[src/rtl/output_memory_manager_pkg.sv]
`default_nettype none
// +-----------------------------------------------------------------------+
// | output_memory_manager_pkg                                             |
// | Shared widths, FSM states and output-region defaults for the vector   |
// | memory managers.                                                      |
// | Revision: 1.0                                                         |
// +-----------------------------------------------------------------------+
package output_memory_manager_pkg;

  localparam int ELEM_W = 16;
  localparam int ADDR_W = 9;

  localparam logic [ADDR_W-1:0] OUT_BASE_DEFAULT = 9'd256;
  localparam int                OUT_LEN_DEFAULT  = 144;

  typedef enum logic [0:0] {
    IDLE  = 1'b0,
    WRITE = 1'b1
  } state_e;

  // Negative two's-complement elements clamp to zero.
  function automatic logic [ELEM_W-1:0] relu(input logic [ELEM_W-1:0] x);
    return x[ELEM_W-1] ? '0 : x;
  endfunction

endpackage
`default_nettype wire

[src/rtl/output_address_counter.sv]
`default_nettype none
// +-----------------------------------------------------------------------+
// | output_address_counter                                                |
// | Write pointer over [OUT_BASE, OUT_BASE+OUT_LEN) with wrap.            |
// | Revision: 1.0                                                         |
// +-----------------------------------------------------------------------+
module output_address_counter
  import output_memory_manager_pkg::*;
#(
  parameter logic [ADDR_W-1:0] OUT_BASE = OUT_BASE_DEFAULT,
  parameter int                OUT_LEN  = OUT_LEN_DEFAULT
) (
  input  logic              clock,
  input  logic              clear,
  input  logic              en,
  input  logic              increment,
  output logic [ADDR_W-1:0] address,
  output logic              last_value
);

  localparam logic [ADDR_W-1:0] LAST_ADDR = ADDR_W'(int'(OUT_BASE) + OUT_LEN - 1);

  logic [ADDR_W-1:0] ptr_q;

  always_ff @(posedge clock) begin
    if (clear) begin
      ptr_q <= OUT_BASE;
    end else if (en && increment) begin
      ptr_q <= (ptr_q == LAST_ADDR) ? OUT_BASE : ptr_q + 1'b1;
    end
  end

  assign address    = ptr_q;
  assign last_value = (ptr_q == LAST_ADDR);

endmodule
`default_nettype wire

[src/rtl/output_memory_manager.sv]
`default_nettype none
// +-----------------------------------------------------------------------+
// | output_memory_manager                                                 |
// | Serialises 4-element result groups into single memory writes.         |
// | Optional: OUTPUT_RELU_EN clamps negative elements to zero.            |
// | Revision: 1.0                                                         |
// +-----------------------------------------------------------------------+
module output_memory_manager
  import output_memory_manager_pkg::*;
#(
  parameter logic [ADDR_W-1:0] OUT_BASE = OUT_BASE_DEFAULT,
  parameter int                OUT_LEN  = OUT_LEN_DEFAULT
) (
  input  logic              clock,
  input  logic              clear,
  input  logic              en,
  input  logic              result_valid,
  output logic              result_ready,
  input  logic [ELEM_W-1:0] r0_element,
  input  logic [ELEM_W-1:0] r1_element,
  input  logic [ELEM_W-1:0] r2_element,
  input  logic [ELEM_W-1:0] r3_element,
  output logic [ELEM_W-1:0] output_write_element,
  output logic [ADDR_W-1:0] output_memory_address,
  output logic              memory_enable,
  output logic              memory_write,
  output logic              vector_done
);

  state_e            state_q;
  logic [1:0]        slot_q;
  logic [ELEM_W-1:0] buf_q [4];
  logic [ELEM_W-1:0] data_q;
  logic [ADDR_W-1:0] addr_q;
  logic              men_q;
  logic              mwr_q;
  logic              done_q;

  logic              accept;
  logic              issue;
  logic [ADDR_W-1:0] wr_ptr;
  logic              wr_last;
  logic [ELEM_W-1:0] raw_elem;
  logic [ELEM_W-1:0] wr_elem;

  assign result_ready = (state_q == IDLE) && en && !clear;
  assign accept       = result_valid && result_ready;
  assign issue        = accept || (en && (state_q == WRITE));

  output_address_counter #(
    .OUT_BASE (OUT_BASE),
    .OUT_LEN  (OUT_LEN)
  ) u_addr (
    .clock      (clock),
    .clear      (clear),
    .en         (en),
    .increment  (issue),
    .address    (wr_ptr),
    .last_value (wr_last)
  );

  always_comb begin
    raw_elem = (state_q == IDLE) ? r0_element : buf_q[slot_q];
`ifdef OUTPUT_RELU_EN
    wr_elem = relu(raw_elem);
`else
    wr_elem = raw_elem;
`endif
  end

  always_ff @(posedge clock) begin
    if (clear) begin
      state_q <= IDLE;
      slot_q  <= 2'd0;
      for (int i = 0; i < 4; i++) buf_q[i] <= '0;
      data_q  <= '0;
      addr_q  <= '0;
      men_q   <= 1'b0;
      mwr_q   <= 1'b0;
      done_q  <= 1'b0;
    end else if (en) begin
      men_q  <= issue;
      mwr_q  <= issue;
      done_q <= issue && wr_last;
      if (issue) begin
        data_q <= wr_elem;
        addr_q <= wr_ptr;
      end else begin
        data_q <= '0;
      end
      case (state_q)
        IDLE: begin
          if (accept) begin
            buf_q[0] <= r0_element;
            buf_q[1] <= r1_element;
            buf_q[2] <= r2_element;
            buf_q[3] <= r3_element;
            slot_q   <= 2'd1;
            state_q  <= WRITE;
          end
        end
        WRITE: begin
          slot_q <= slot_q + 2'd1;
          if (slot_q == 2'd3) state_q <= IDLE;
        end
        default: state_q <= IDLE;
      endcase
    end else begin
      // Stall: data and address hold, strobes drop.
      men_q  <= 1'b0;
      mwr_q  <= 1'b0;
      done_q <= 1'b0;
    end
  end

  assign output_write_element  = data_q;
  assign output_memory_address = addr_q;
  assign memory_enable         = men_q;
  assign memory_write          = mwr_q;
  assign vector_done           = done_q;

endmodule
`default_nettype wire

[config.mk]
export PLATFORM = sky130hd
export DESIGN_NAME = output_memory_manager
export DESIGN_NICKNAME = d
export VERILOG_FILES = /design/src/rtl/output_memory_manager_pkg.sv /design/src/rtl/output_address_counter.sv /design/src/rtl/output_memory_manager.sv
export SDC_FILE = /design/constraint.sdc
export NUM_CORES = 1
export LEC_CHECK = 0
export BUFFER_PORTS_ARGS = -buffer_cell sky130_fd_sc_hd__buf_2
export CORE_ASPECT_RATIO = 1.1
export CORE_MARGIN = 3
export CORE_UTILIZATION = 28
export CTS_BUF_LIST = sky130_fd_sc_hd__clkbuf_8
export CTS_CLUSTER_DIAMETER = 60
export CTS_CLUSTER_SIZE = 16
export DETAILED_ROUTE_END_ITERATION = 7
export PLACE_DENSITY = 0.49
export SLEW_MARGIN = 15
export SYNTH_ARGS = -nofsm -noshare
export SYNTH_HDL_FRONTEND = slang
export SYNTH_SLANG_ARGS = --single-unit
[constraint.sdc]
create_clock -name clock -period 2.1 [get_ports clock]
set_input_delay 0.105 -clock clock [delete_from_list [all_inputs] [get_ports clock]]
set_output_delay 0.105 -clock clock [all_outputs]
set_load 0.02 [all_outputs]
==> impl_metrics.ini <==
[status]
status = finished clean

[yosys]
ys_types = 41
synth_cells = 320
synth_most_common_cell = edfxtp_1
synthFlopType = edfxtp_1
synth_fp_nets = 390
async_flop_share = 0
synth_top_area_frac = 0.439
synth_seq_cells = 105
yosys-top-cells-area = edfxtp_1, dfxtp_1, and2_1
syn_area_per_cell_um2 = 13.7
yosysSeqAreaShare = 0.626
ys.warnings.count = 0
yosys.area.top_type = edfxtp_1
netlist_area_um2 = 4380
synth-edff-count = 64
synthTopCellsByCount = edfxtp_1, and2_1, dfxtp_1, nor2_1

[clocking]
clkTransAtPathRegs_ps = 100
hold_buffers = 30
cts_setup_buffers = 0
post_cts_resized = 0
cts_buffers = 9
cts_sinks = 105
h-tree-depth = 3
cts_root_buf = clkbuf_8
clk_path_buf_depth = 2
tritoncts = done
clock_latency_ps = 370

[timing]
clock_skew_ps = 10.1
setup_viol = 0
timing.final.crit_share = 0.836
relSlewSlack = 0.676
clock.fmax_mhz = 570
tightest_slew_ps = 487
fin_tns_setup_ps = 0
rsz0062_at_grt = false
fin_crit_ps = 1760
fin_hold_ws_ps = 19.0
final-max-slew-violation-count = 0
worst_slack_ps = 344
hold_viol = 0

[hold_path]
min_path_type = input pin to flip-flop

[global_route]
grt_pass1_vias = 2983
antenna_found_initial = 0
grt_pass1_wl_um = 15700
grtUsageTotal = 0.118
grt_overflow_total = 0
grt_max_degree = 65

[final_layout]
diodes = 0
drive_gt1_frac = 0.299
syn2layout_area_growth_pct = 28.3
final_area_um2 = 5620
finalNonFillerCells = 648
final_util = 0.370
fin_nets = 517

[placement]
place_area_um2 = 5110
numPortBuffers = 96
gp_congestion = 0.745
dp_slack_ps = 335
dp.cells = 602
place_hpwl_um = 6530

[setup_path]
slowest_stage = mux4_1
path_cells = buf_4 -> mux4_1 -> and3_1 -> a211o_1
cp-end-kind = flip-flop
rrSetupSlack_ps = 340
required_ps = 2370
slowest_delay_ps = 590
critPathMaxFanout = 13
path_class = flip-flop to flip-flop
startpoint_type = flip-flop
arrival_ps = 2020

[floorplanning]
die_area_um2 = 17200
die_x_um = 125
coreArea_um2 = 15200
num_rows = 47
initial_core_util = 0.289
ios = 97
fp.dieH_um = 137

[power]
finalPower_mw = 3.97
p_int_mw = 3.03
switching_share = 0.236
vdd_drop_max_v = 0.000253
p_leak_nw = 2.49
p_switching_uw = 937
power.density_nw_per_um2 = 706
clkPwrFrac = 0.315
comb_power_share = 0.100
p_seq_frac = 0.585

[drt]
routed-via-count = 2874
drc_errors = 0
postRouteAntennaNets = 0
firstDrtPassIters = 4
via_per_inst = 4.44
finalWirelength_um = 9670
drt-wirelength-per-cell_um = 14.9
drtIter0Drc = 147

[job]
maxCapViolCount = 0
cell families (layout without fill, tap and decap cells):
| kind of cell | after synthesis | in the layout | share of synthesized area |
|---|---|---|---|
| adders and majority gates | 2 | 2 | 0.00572 |
| muxes | 26 | 26 | 0.112 |
| AOI/OAI and AO/OA | 33 | 33 | 0.0563 |
| xor gates and xnor gates | 5 | 5 | 0.0100 |
| DFF | 105 | 105 | 0.626 |
| buffers and inverters | 25 | 157 | 0.0289 |
| and+or+nand+nor | 124 | 124 | 0.161 |
layer usage:
layer,GRT usage,wire length [µm],vias up
met5,0,0,-
met4,0.0361,105,0
met3,0.0316,477,8
met2,0.191,4520,76
met1,0.155,4570,1359
li1,-,-,1431
final timing paths:
kind,endpoint,cells after the start,from
setup / recovery,output_write_element[8]$_SDFFE_PP0P_,4,flip-flop
hold / removal,buf_q[3][3]$_SDFFCE_PN0P_,2,r3_element[3]
setup reg to reg,output_write_element[8]$_SDFFE_PP0P_,4,flip-flop
hold reg to reg,output_write_element[13]$_SDFFE_PP0P_,1,output_write_element[13]$_SDFFE_PP0P_
registers in the layout, summed over array words and instances (netlist names), named ones only:
signal                 count
output_memory_address      9
output_write_element      16
buf_q                     64
state_q                    1
memory_write               1
u_addr.address             9
vector_done                1
slot_q                     2
cells in the final DEF (no fill, tap or decap), types with 3 or more instances in the layout:
cell type and n:
buf_2 96, edfxtp_1 64, and2_1 62, dfxtp_1 41
dlygate4sd3_1 30, nor2_1 19, and3_1 14, a211o_1 14
clkbuf_8 12, mux2i_1 10, nand2_1 9, buf_4 9
mux4_2 8, mux4_1 8, inv_1 4, o21ai_0 4
nand3_1 4, a21oi_1 3, nand4_1 3, xor2_1 3
clkinv_4 3
layout make-up:
cell class              instances  area (µm²)
clock buffers                  12         165
well taps                     196         245
flip-flops and latches        105        2740
repair buffers                137         888
multi-input cells             190        1520
fillers                      1479        9560
inverters                       4        15.0
clock inverters                 4        35.0
power by group through the flow:
| stage | registers [mW] | logic (mW) | clock network, mW |
|---|---|---|---|
| CTS | 2.32 | 0.404 | 1.30 |
| global route | 2.33 | 0.437 | 1.39 |
| global placement | 2.37 | 0.356 | 0 |
| floorplan | 2.38 | 0.197 | 0 |
| detailed placement | 2.37 | 0.362 | 0 |
| finish | 2.32 | 0.396 | 1.25 |
critical path, delay by kind of cell (launching register included):
family	cells	cell delay [ps]
and+or+nand+nor	1	190
DFF	1	340
buffers and inverters	1	280
muxes	1	590
AOI/OAI and AO/OA	1	250
No activity file was read; power rests on OpenSTA's default activity.
